$ cat config.mk
export PLATFORM = sky130hd
export DESIGN_NAME = pcie_cpl_cq_post
export DESIGN_NICKNAME = d
export VERILOG_FILES = /design/src/rtl/pcie_cpl_cq_post_pkg.sv /design/src/rtl/pcie_cq_tail_slot.sv /design/src/rtl/pcie_cpl_cq_post.sv
export SDC_FILE = /design/constraint.sdc
export NUM_CORES = 1
export LEC_CHECK = 0
export BUFFER_PORTS_ARGS = -buffer_cell sky130_fd_sc_hd__buf_4
export CAP_MARGIN = 20
export CORE_AREA = 2 2 282 284
export CTS_CLUSTER_DIAMETER = 60
export DETAILED_ROUTE_END_ITERATION = 10
export DIE_AREA = 0 0 284 286
export PLACE_DENSITY = 0.46
export RECOVER_POWER = 25
export SLEW_MARGIN = 20
export SYNTH_ARGS = -nofsm -noshare
export SYNTH_HDL_FRONTEND = slang
export SYNTH_SLANG_ARGS = --single-unit
$ cat constraint.sdc
create_clock -name pcie_user_clk -period 4.5 [get_ports pcie_user_clk]
set_clock_uncertainty 0.15 [all_clocks]
set_input_delay 0.9 -clock pcie_user_clk [delete_from_list [all_inputs] [get_ports pcie_user_clk]]
set_output_delay 0.9 -clock pcie_user_clk [all_outputs]
set_load 0.1 [all_outputs]
$ cat src/rtl/pcie_cpl_cq_post_pkg.sv
// Shared constants, state encoding and flat-bus helpers for NVMe CQ posting.
// Imported by pcie_cq_tail_slot and pcie_cpl_cq_post.
`ifndef PCIE_CPL_CQ_POST_PKG_SV
`define PCIE_CPL_CQ_POST_PKG_SV

// Byte lane n of a flat 8b-per-CQ bus, and element n of a w-wide flat bus.
`define CQ_B8(n) (8*(n)) +: 8
`define CQ_BW(n, w) ((w)*(n)) +: (w)

package pcie_cpl_cq_post_pkg;

    localparam int C_CQ_NUM          = 9;
    localparam int CQ_ENTRY_DW_SHIFT = 2;

    localparam int ST_IDLE   = 0;
    localparam int ST_CHECK  = 1;
    localparam int ST_CALC   = 2;
    localparam int ST_REQ    = 3;
    localparam int ST_UPDATE = 4;

    typedef enum logic [4:0] {
        S_IDLE   = 5'b00001,
        S_CHECK  = 5'b00010,
        S_CALC   = 5'b00100,
        S_REQ    = 5'b01000,
        S_UPDATE = 5'b10000
    } cq_post_state_e;

endpackage

`endif

$ cat src/rtl/pcie_cq_tail_slot.sv
// Tail pointer and phase tag of one completion queue, plus its full flag.
// Ports: clk_i, rst_n_i (async, active-low), upd_i advance strobe,
// size_i last index, head_i host head; tail_o, phase_o, full_o.
module pcie_cq_tail_slot
    import pcie_cpl_cq_post_pkg::*;
(
    input  logic       clk_i,
    input  logic       rst_n_i,
    input  logic       upd_i,
    input  logic [7:0] size_i,
    input  logic [7:0] head_i,
    output logic [7:0] tail_o,
    output logic       phase_o,
    output logic       full_o
);

    logic [7:0] tail_q;
    logic [7:0] tail_d;
    logic       phase_q;
    logic       phase_d;
    logic       wrap;

    assign wrap    = (tail_q == size_i);
    assign tail_d  = wrap ? 8'd0 : tail_q + 8'd1;
    assign phase_d = wrap ? ~phase_q : phase_q;

    // One slot is always left unused so full and empty stay distinct.
    assign full_o  = (tail_d == head_i);
    assign tail_o  = tail_q;
    assign phase_o = phase_q;

    always_ff @(posedge clk_i or negedge rst_n_i) begin
        if (!rst_n_i) begin
            tail_q  <= 8'd0;
            phase_q <= 1'b1;
        end else if (upd_i) begin
            tail_q  <= tail_d;
            phase_q <= phase_d;
        end
    end

endmodule

$ cat src/rtl/pcie_cpl_cq_post.sv
// Posts NVMe completion entries to host CQs (CQ0 admin, CQ1-8 I/O).
// Ports: cpl_req/cpl_qid/cpl_rdy request side, tx_cq_* write request to
// the TX engine, per-CQ config/doorbell inputs, tail/irq/error outputs.
module pcie_cpl_cq_post
    import pcie_cpl_cq_post_pkg::*;
#(
    parameter int C_PCIE_DATA_WIDTH = 512,
    parameter int C_PCIE_ADDR_WIDTH = 48,
    parameter int C_CQ_NUM          = pcie_cpl_cq_post_pkg::C_CQ_NUM
) (
    input  logic                                     pcie_user_clk,
    input  logic                                     pcie_user_rst_n,
    input  logic [C_CQ_NUM-1:0]                      cq_rst_n,
    input  logic [C_CQ_NUM-1:0]                      cq_valid,
    input  logic [8*C_CQ_NUM-1:0]                    cq_size_flat,
    input  logic [8*C_CQ_NUM-1:0]                    cq_head_ptr_flat,
    input  logic [C_CQ_NUM*(C_PCIE_ADDR_WIDTH-2)-1:0] cq_bs_addr_flat,
    input  logic                                     cpl_req,
    input  logic [3:0]                               cpl_qid,
    output logic                                     cpl_rdy,
    output logic                                     tx_cq_req,
    output logic [3:0]                               tx_cq_qid,
    output logic [C_PCIE_ADDR_WIDTH-3:0]             tx_cq_addr,
    output logic                                     tx_cq_phase,
    input  logic                                     tx_cq_ack,
    output logic [8*C_CQ_NUM-1:0]                    cq_tail_ptr_flat,
    output logic [C_CQ_NUM-1:0]                      cq_irq_pulse,
    output logic                                     cpl_err
);

    localparam int AD = C_PCIE_ADDR_WIDTH - 2;
    localparam logic [3:0] QID_LAST = 4'(C_CQ_NUM - 1);

    // The data width only sizes the TX datapath elsewhere; reject
    // configurations the TX engine cannot carry.
    if ((C_PCIE_DATA_WIDTH % 128) != 0 || C_CQ_NUM > 16) begin : g_param_chk
        $error("pcie_cpl_cq_post: unsupported parameters");
    end

    cq_post_state_e state_q;

    logic [3:0]    qid_q;
    logic          rdy_q;
    logic          req_q;
    logic [AD-1:0] addr_q;
    logic          phase_q;
    logic          err_q;
    logic          skip_q;
    logic [C_CQ_NUM-1:0] irq_q;

    logic          qid_ok;
    logic [3:0]    sel;
    logic          live;
    logic          upd_en;
    logic [C_CQ_NUM-1:0] sel_oh;
    logic [C_CQ_NUM-1:0] slot_rst_n;
    logic [C_CQ_NUM-1:0] slot_upd;
    logic [C_CQ_NUM-1:0] slot_phase;
    logic [C_CQ_NUM-1:0] slot_full;
    logic [7:0]          slot_tail [C_CQ_NUM];
    logic [AD-1:0]       base_sel;
    logic [AD-1:0]       addr_sum;

    // Out-of-range ids are clamped so the muxes never index past the
    // slots; the request is still rejected through qid_ok.
    assign qid_ok = (qid_q <= QID_LAST);
    assign sel    = qid_ok ? qid_q : 4'd0;
    assign sel_oh = {{(C_CQ_NUM-1){1'b0}}, 1'b1} << sel;
    assign live   = qid_ok & cq_valid[sel] & cq_rst_n[sel];

    assign base_sel = cq_bs_addr_flat[`CQ_BW(sel, AD)];
    assign addr_sum = base_sel + {{(AD-8-CQ_ENTRY_DW_SHIFT){1'b0}},
                                  slot_tail[sel],
                                  {CQ_ENTRY_DW_SHIFT{1'b0}}};

    // A CQ reset seen while the write was outstanding suppresses the
    // tail advance and interrupt for that entry.
    assign upd_en   = (state_q == S_UPDATE) & ~skip_q & cq_rst_n[sel];
    assign slot_upd = upd_en ? sel_oh : '0;

    for (genvar n = 0; n < C_CQ_NUM; n++) begin : g_slot
        assign slot_rst_n[n] = pcie_user_rst_n & cq_rst_n[n];

        pcie_cq_tail_slot u_slot (
            .clk_i   (pcie_user_clk),
            .rst_n_i (slot_rst_n[n]),
            .upd_i   (slot_upd[n]),
            .size_i  (cq_size_flat[`CQ_B8(n)]),
            .head_i  (cq_head_ptr_flat[`CQ_B8(n)]),
            .tail_o  (slot_tail[n]),
            .phase_o (slot_phase[n]),
            .full_o  (slot_full[n])
        );

        assign cq_tail_ptr_flat[`CQ_B8(n)] = slot_tail[n];
    end

    always_ff @(posedge pcie_user_clk or negedge pcie_user_rst_n) begin
        if (!pcie_user_rst_n) begin
            state_q <= S_IDLE;
            qid_q   <= 4'd0;
            rdy_q   <= 1'b1;
            req_q   <= 1'b0;
            addr_q  <= '0;
            phase_q <= 1'b1;
            err_q   <= 1'b0;
            skip_q  <= 1'b0;
            irq_q   <= '0;
        end else begin
            err_q <= 1'b0;
            irq_q <= slot_upd;
            unique case (state_q)
                S_IDLE: begin
                    if (cpl_req && rdy_q) begin
                        qid_q   <= cpl_qid;
                        rdy_q   <= 1'b0;
                        state_q <= S_CHECK;
                    end
                end
                S_CHECK: begin
                    if (!live) begin
                        err_q   <= 1'b1;
                        rdy_q   <= 1'b1;
                        state_q <= S_IDLE;
                    end else if (!slot_full[sel]) begin
                        state_q <= S_CALC;
                    end
                end
                S_CALC: begin
                    if (!live) begin
                        err_q   <= 1'b1;
                        rdy_q   <= 1'b1;
                        state_q <= S_IDLE;
                    end else begin
                        addr_q  <= addr_sum;
                        phase_q <= slot_phase[sel];
                        skip_q  <= 1'b0;
                        req_q   <= 1'b1;
                        state_q <= S_REQ;
                    end
                end
                S_REQ: begin
                    if (!cq_rst_n[sel]) begin
                        skip_q <= 1'b1;
                    end
                    if (tx_cq_ack) begin
                        req_q   <= 1'b0;
                        state_q <= S_UPDATE;
                    end
                end
                S_UPDATE: begin
                    rdy_q   <= 1'b1;
                    state_q <= S_IDLE;
                end
                default: begin
                    rdy_q   <= 1'b1;
                    req_q   <= 1'b0;
                    state_q <= S_IDLE;
                end
            endcase
        end
    end

    assign cpl_rdy      = rdy_q;
    assign tx_cq_req    = req_q;
    assign tx_cq_qid    = qid_q;
    assign tx_cq_addr   = addr_q;
    assign tx_cq_phase  = phase_q;
    assign cq_irq_pulse = irq_q;
    assign cpl_err      = err_q;

endmodule

==> impl_metrics.env, run 1 <==
export IMPL_htreeDepth=4
export IMPL_critical_path_arrival_ps=4610
export IMPL_cts_tree="built"
export IMPL_synthFlopType="dfrtp_1"
export IMPL_worstSetupPathType="reg -> reg"
export IMPL_cap_violations=1
export IMPL_drtPass1Iterations=7
export IMPL_mostFrequentLayoutCells="buf_4, nand2_1, o21ai_0, dfrtp_1, xnor2_1"
export IMPL_die_w_um=284
export IMPL_ys_types=95
export IMPL_cp_data_required_time_ps=4770
export IMPL_slowest_delay_ps=520
export IMPL_peakVddDrop_mv=0.366
export IMPL_track_usage=0.240
export IMPL_numCtsBuffers=17
export IMPL_clock_path_buffers=2
export IMPL_start_kind="flop"
export IMPL_fin_util=0.293
export IMPL_stdcell_count=3643
export IMPL_drv_slew=43
export IMPL_power_density_nw_per_um2=505
export IMPL_wl_per_cell_um=27.8
export IMPL_clock_fmax_mhz=230
export IMPL_port_buffers=718
export IMPL_route_detailed_drc=0
export IMPL_syn2layout_area_growth_pct=49.7
export IMPL_syn_cell_area_um2=15300
export IMPL_ys_ff_latch=150
export IMPL_fin_crit_sh=0.964
export IMPL_clock_sinks=150
export IMPL_die_area_um2=81200
export IMPL_slew_headroom=-1.03
export IMPL_yosysSeqAreaShare=0.246
export IMPL_crit_path_max_fanout=10
export IMPL_worst_slack_ps=161
export IMPL_setup_viol=0
export IMPL_routed_via_density=5.04
export IMPL_layout_commonest_cell="buf_4"
export IMPL_dp_slack_ps=-265
export IMPL_clk_pin_slew_ps=70
export IMPL_ant_nets=0
export IMPL_core_um2=78400
export IMPL_worst_path_buf_inv=2
export IMPL_leakage_uw=0.0100
export IMPL_grt_pass1_wl_mm=141
export IMPL_critical_path_top_delay_family="simple AND/OR/NAND/NOR gates"
export IMPL_postCtsHoldBufs=0
export IMPL_synth_edf_count=0
export IMPL_place_gp_congestion=0.990
export IMPL_ys_warn_count=0
export IMPL_grt_pass1_vias=18600
export IMPL_first_iter_violations=1195
export IMPL_io_pins=719
export IMPL_end_kind="flop"
export IMPL_dp_cells=3601
export IMPL_hold_violations=0
export IMPL_async_flop_share=1.00
export IMPL_violations="capacitance limit, slew limit"
export IMPL_postSynthAreaPerCell_um2=8.11
export IMPL_synth_nets=2490
export IMPL_vias=18400
export IMPL_layout_min_cycle_time_ps=4340
export IMPL_hold_slack_ps=331
export IMPL_drive_gt1_frac=0.385
export IMPL_routed_wl_mm=101
export IMPL_layout_nets=3180
export IMPL_worst_pin_slew_ps=3050
export IMPL_die_h_um=286
export IMPL_hold_path_class="reg -> reg"
export IMPL_clock_latency_ps=490
export IMPL_cp_cell_sequence="buf_4 > or3b_4 > o22ai_1 > nor3_1 > o21ai_2 > nand2_1 > ha_1 > a21o_1 > a21o_1 > a211oi_2 > o21ai_2 > nand2_1 > buf_4 > nor2_4 > nand4_1 > or4b_1 > nand3_1"
export IMPL_hpwl_mm=82.6
export IMPL_num_rows=103
export IMPL_initial_utilization=0.195
export IMPL_grt_overflow=0
export IMPL_status="finished with violations"
export IMPL_synthCells=1888
export IMPL_antenna_found_initial=6
export IMPL_clock_root_buffer="clkbuf_16"
export IMPL_cp_slowest_cell="or4b_1"
export IMPL_grt_max_degree=82
export IMPL_nFillCells=8595
routing by layer:
metal	vias up	GRT usage	routed length, um
met5	-	0	27
met4	4	0.0571	2160
met3	82	0.0435	5470
met2	717	0.444	52300
met1	9109	0.284	41400
li1	8447	-	-
per-stage QoR:
stage | total power (uW) | setup TNS (ps) | area, um2
3_5_place_dp | 9910 | -2220 | 22200
5_1_grt | 12200 | -41.8 | 22900
2_1_floorplan | 6490 | 0 | 15400
4_1_cts | 11400 | 0 | 22800
3_3_place_gp | 9870 | -1220 | 22200
6_report | 11600 | 0 | 22900
where the power goes:
group / switching, uW / internal, uW
clock network: 662 / 779
registers: 145 / 1480
logic: 5520 / 2990
total: 6320 / 5250
cells in the mapped netlist, types with 25 or more instances:
cell type	instances	area, um2
a21oi_1	83	415
and2_1	26	163
clkbuf_1	110	413
dfrtp_1	138	3450
inv_1	29	109
mux2i_1	38	380
mux4_2	28	631
nand2_1	184	691
nand2b_1	28	175
nand3_1	58	290
nand4_1	26	163
nor2_1	115	432
nor3_1	36	180
o21ai_0	175	876
o221ai_1	25	219
o22ai_1	82	513
o31ai_1	42	315
xnor2_1	117	1020
xor2_1	85	744
layout make-up:
class	count	area, um2	share of cell area
antenna	2	5.00	0.000218
clock buffer	23	498	0.0217
clock inverter	9	67.6	0.00295
inverter	31	116	0.00508
multi-input combinational	1548	10800	0.471
sequential	150	3780	0.165
tap	1050	1310	0.0573
timing repair buffer	830	6350	0.277
cells by family after synthesis:
kind of cell	count (synthesis)	share of synthesized area
buffers and inverters	192	0.0578
adder cells (fa/ha/maj)	18	0.0152
AO/OA/AOI/OAI	597	0.255
XOR/XNOR	207	0.123
AND/OR/NAND/NOR	633	0.217
flip-flops	150	0.246
multiplexers	91	0.0854
what timing repair did:
item / in CTS / in global routing
pin swaps: 0 / 5
endpoints found under the setup margin: 23 / 29
gates cloned: 0 / 3
gates resized for setup: 5 / 21
setup buffers: 0 / 5
sequential cells by signal, indices dropped and copies added, names as in the netlist:
name / cells
g_slot.u_slot.tail_o: 72
tx_cq_addr: 46
cq_irq_pulse: 9
g_slot.u_slot.phase_o: 9
state_q: 5
tx_cq_qid: 4
cpl_err: 1
cpl_rdy: 1
skip_q: 1
tx_cq_phase: 1
tx_cq_req: 1
path summary, 6_finish.rpt:
kind / slack (ps) / start / cells past startpoint / endpoint
min in group asynchronous: 350 / cq_rst_n[7] / 2 / g_slot[7].u_slot.tail_o[1]$_DFFE_PN0P_
max in group asynchronous: 780 / pcie_user_rst_n / 1 / tx_cq_qid[0]$_DFFE_PN0P_
min: 330 / tx_cq_addr[31]$_DFFE_PN0P_ / 2 / tx_cq_addr[31]$_DFFE_PN0P_
max reg2reg: 160 / tx_cq_qid[3]$_DFFE_PN0P_ / 17 / tx_cq_addr[44]$_DFFE_PN0P_
max: 160 / tx_cq_qid[3]$_DFFE_PN0P_ / 17 / tx_cq_addr[44]$_DFFE_PN0P_
min reg2reg: 330 / tx_cq_addr[31]$_DFFE_PN0P_ / 2 / tx_cq_addr[31]$_DFFE_PN0P_
worst register-to-register path, cell delays in order (launching register included):
cell and delay (ps):
dfrtp_2 480, buf_4 230, or3b_4 490, o22ai_1 210, nor3_1 80, o21ai_2 220, nand2_1 90, ha_1 330
a21o_1 140, a21o_1 210, a211oi_2 110, o21ai_2 340, nand2_1 120, buf_4 160, nor2_4 110, nand4_1 190
or4b_1 520, nand3_1 100
No activity file was read; power rests on OpenSTA's default activity.
==> inputs of run 2 (changes only) <==
--- a/config.mk
+++ b/config.mk
@@ -5,13 +5,13 @@
 export SDC_FILE = /design/constraint.sdc
 export NUM_CORES = 1
 export LEC_CHECK = 0
-export BUFFER_PORTS_ARGS = -buffer_cell sky130_fd_sc_hd__buf_4
 export CAP_MARGIN = 20
 export CORE_AREA = 2 2 282 284
 export CTS_CLUSTER_DIAMETER = 60
 export DETAILED_ROUTE_END_ITERATION = 10
 export DIE_AREA = 0 0 284 286
-export PLACE_DENSITY = 0.46
+export DONT_BUFFER_PORTS = 1
+export PLACE_DENSITY = 0.37
 export RECOVER_POWER = 25
 export SLEW_MARGIN = 20
 export SYNTH_ARGS = -nofsm -noshare
==> run 2 against run 1 <==
Against the previous run: the flow still finishes with violations (capacitance limit, slew limit); via count down 12%; sequential share of layout area up 4.2 points; first-iteration DRC count down 6.3%; largest power group unchanged.
==> impl_metrics.env, run 2 (synthesis results as in run 1) <==
export IMPL_slowest_delay_ps=560
export IMPL_clk_pin_slew_ps=80
export IMPL_dp_slack_ps=104
export IMPL_clock_root_buffer="clkbuf_16"
export IMPL_power_density_nw_per_um2=625
export IMPL_core_um2=78400
export IMPL_routed_via_density=5.30
export IMPL_cp_cell_sequence="or3b_2 > buf_4 > o22ai_1 > o31ai_2 > ha_1 > a21o_1 > a21o_1 > a21oi_1 > a21oi_1 > a21o_2 > buf_4 > and3b_1 > nand4_1 > mux2i_1 > nand2_1"
export IMPL_port_buffers=0
export IMPL_grt_setup_unrepaired="no"
export IMPL_cts_tree="built"
export IMPL_r2r_setup_slack_ps=160
export IMPL_drv_slew=67
export IMPL_power_uw=11400
export IMPL_place_gp_congestion=0.981
export IMPL_fin_util=0.233
export IMPL_peakVddDrop_mv=0.344
export IMPL_violations="capacitance limit, slew limit"
export IMPL_setup_viol=0
export IMPL_layout_commonest_cell="buf_4"
export IMPL_htreeDepth=4
export IMPL_num_rows=103
export IMPL_slew_headroom=-0.558
export IMPL_hold_violations=0
export IMPL_drtPass1Iterations=5
export IMPL_hold_path_class="in -> async"
export IMPL_fin_crit_sh=0.964
export IMPL_routed_wl_mm=96.1
export IMPL_end_kind="flop"
export IMPL_io_pins=719
export IMPL_cp_slowest_cell="dfrtp_4"
export IMPL_wl_per_cell_um=31.7
export IMPL_vias=16100
export IMPL_layout_min_cycle_time_ps=4340
export IMPL_hpwl_mm=79.3
export IMPL_clock_latency_ps=490
export IMPL_r2r_end="tx_cq_addr[45]$_DFFE_PN0P_"
export IMPL_leakage_uw=0.00701
export IMPL_die_h_um=286
export IMPL_grt_overflow=0
export IMPL_layout_nets=2555
export IMPL_worst_pin_slew_ps=2340
export IMPL_drive_gt1_frac=0.187
export IMPL_cp_data_required_time_ps=4730
export IMPL_numCtsBuffers=17
export IMPL_start_kind="flop"
export IMPL_finalSetupTns_ps=0
export IMPL_status="finished with violations"
export IMPL_syn2layout_area_growth_pct=19.4
export IMPL_r2r_start="tx_cq_qid[0]$_DFFE_PN0P_"
export IMPL_grt_pass1_vias=16100
export IMPL_ant_nets=0
export IMPL_grt_max_degree=67
export IMPL_crit_path_max_fanout=17
export IMPL_hold_slack_ps=118
export IMPL_die_area_um2=81200
export IMPL_worstSetupPathType="reg -> reg"
export IMPL_clock_path_buffers=2
export IMPL_initial_utilization=0.195
export IMPL_nFillCells=8693
export IMPL_largest_reg_flops=72
export IMPL_worst_slack_ps=161
export IMPL_cap_violations=1
export IMPL_route_detailed_drc=0
export IMPL_critical_path_arrival_ps=4570
export IMPL_worst_r2r_cell_count=15
export IMPL_first_iter_violations=1120
export IMPL_antenna_found_initial=19
export IMPL_grt_pass1_wl_mm=130
export IMPL_track_usage=0.228
export IMPL_die_w_um=284
export IMPL_mostFrequentLayoutCells="buf_4, nand2_1, o21ai_0, dfrtp_1, xnor2_1"
export IMPL_clock_sinks=150
export IMPL_clock_fmax_mhz=230
## run 2: cell types whose count changed in the layout (fill, tap and decap cells not counted), sizes merged, moves of 2 or more
| cell | previous run | this run |
|---|---|---|
| clkbuf | 25 | 19 |
| diode | 2 | 18 |
| clkinvlp | 3 | 1 |
| buf | 828 | 206 |
| bufinv | 0 | 4 |
| inv | 30 | 34 |
## run 2: worst max-delay path, delay by kind of cell, from the launching register on
kind | cells | cell delay (ps)
adders and majority gates | 1 | 310
DFF | 1 | 560
and+or+nand+nor | 4 | 1050
AOI/OAI and AO/OA | 7 | 1520
muxes | 1 | 180
buffers and inverters | 2 | 440
## run 2: worst max path at each step
stage / from / cells past startpoint / slack (ps) / endpoint
global route: tx_cq_qid[0]$_DFFE_PN0P_ / 18 / 4 / tx_cq_addr[45]$_DFFE_PN0P_
floorplan: tx_cq_qid[0]$_DFFE_PN0P_ / 20 / 6 / tx_cq_addr[42]$_DFFE_PN0P_
finish: tx_cq_qid[0]$_DFFE_PN0P_ / 15 / 160 / tx_cq_addr[45]$_DFFE_PN0P_
detailed placement: tx_cq_qid[1]$_DFFE_PN0P_ / 15 / 100 / tx_cq_addr[42]$_DFFE_PN0P_
CTS: tx_cq_qid[1]$_DFFE_PN0P_ / 15 / 80 / tx_cq_addr[42]$_DFFE_PN0P_
global placement: tx_cq_qid[1]$_DFFE_PN0P_ / 15 / 50 / tx_cq_addr[42]$_DFFE_PN0P_
## run 2: area by class of cell
cell class,instances,area [um2],area share
inverters,31,116,0.00636
multi-input cells,1546,10700,0.587
well taps,1050,1310,0.0718
diodes,18,45.0,0.00246
repair buffers,207,1640,0.0896
flip-flops and latches,150,3780,0.207
clock inverters,14,215,0.0118
clock buffers,18,439,0.0240
## run 2: power breakdown
| group | internal [uW] | switching (uW) |
|---|---|---|
| Combinational | 2710 | 4680 |
| Sequential | 1460 | 873 |
| Clock | 960 | 733 |
| Total | 5140 | 6290 |
## run 2: per-stage QoR
step | instances | cell area (um2)
floorplan | 1888 | 15400
global placement | 2979 | 17500
detailed placement | 2979 | 17500
CTS | 3012 | 18200
global route | 3025 | 18300
finish | 3034 | 18300
## run 2: metal layers
layer,wire (um),share of wire,GRT usage,up-vias
met5,27,0.00028,0,-
met4,3440,0.036,0.0875,4
met3,6030,0.063,0.0526,141
met2,49000,0.51,0.412,740
met1,37600,0.39,0.261,7981
li1,-,-,-,7205
## run 2: timing repair
item                                    CTS  global route
endpoints found under the hold margin    66             0
hold buffers                              1             0
setup buffers                             0             4
resized for setup                         0             4
endpoints found under the setup margin    0            21
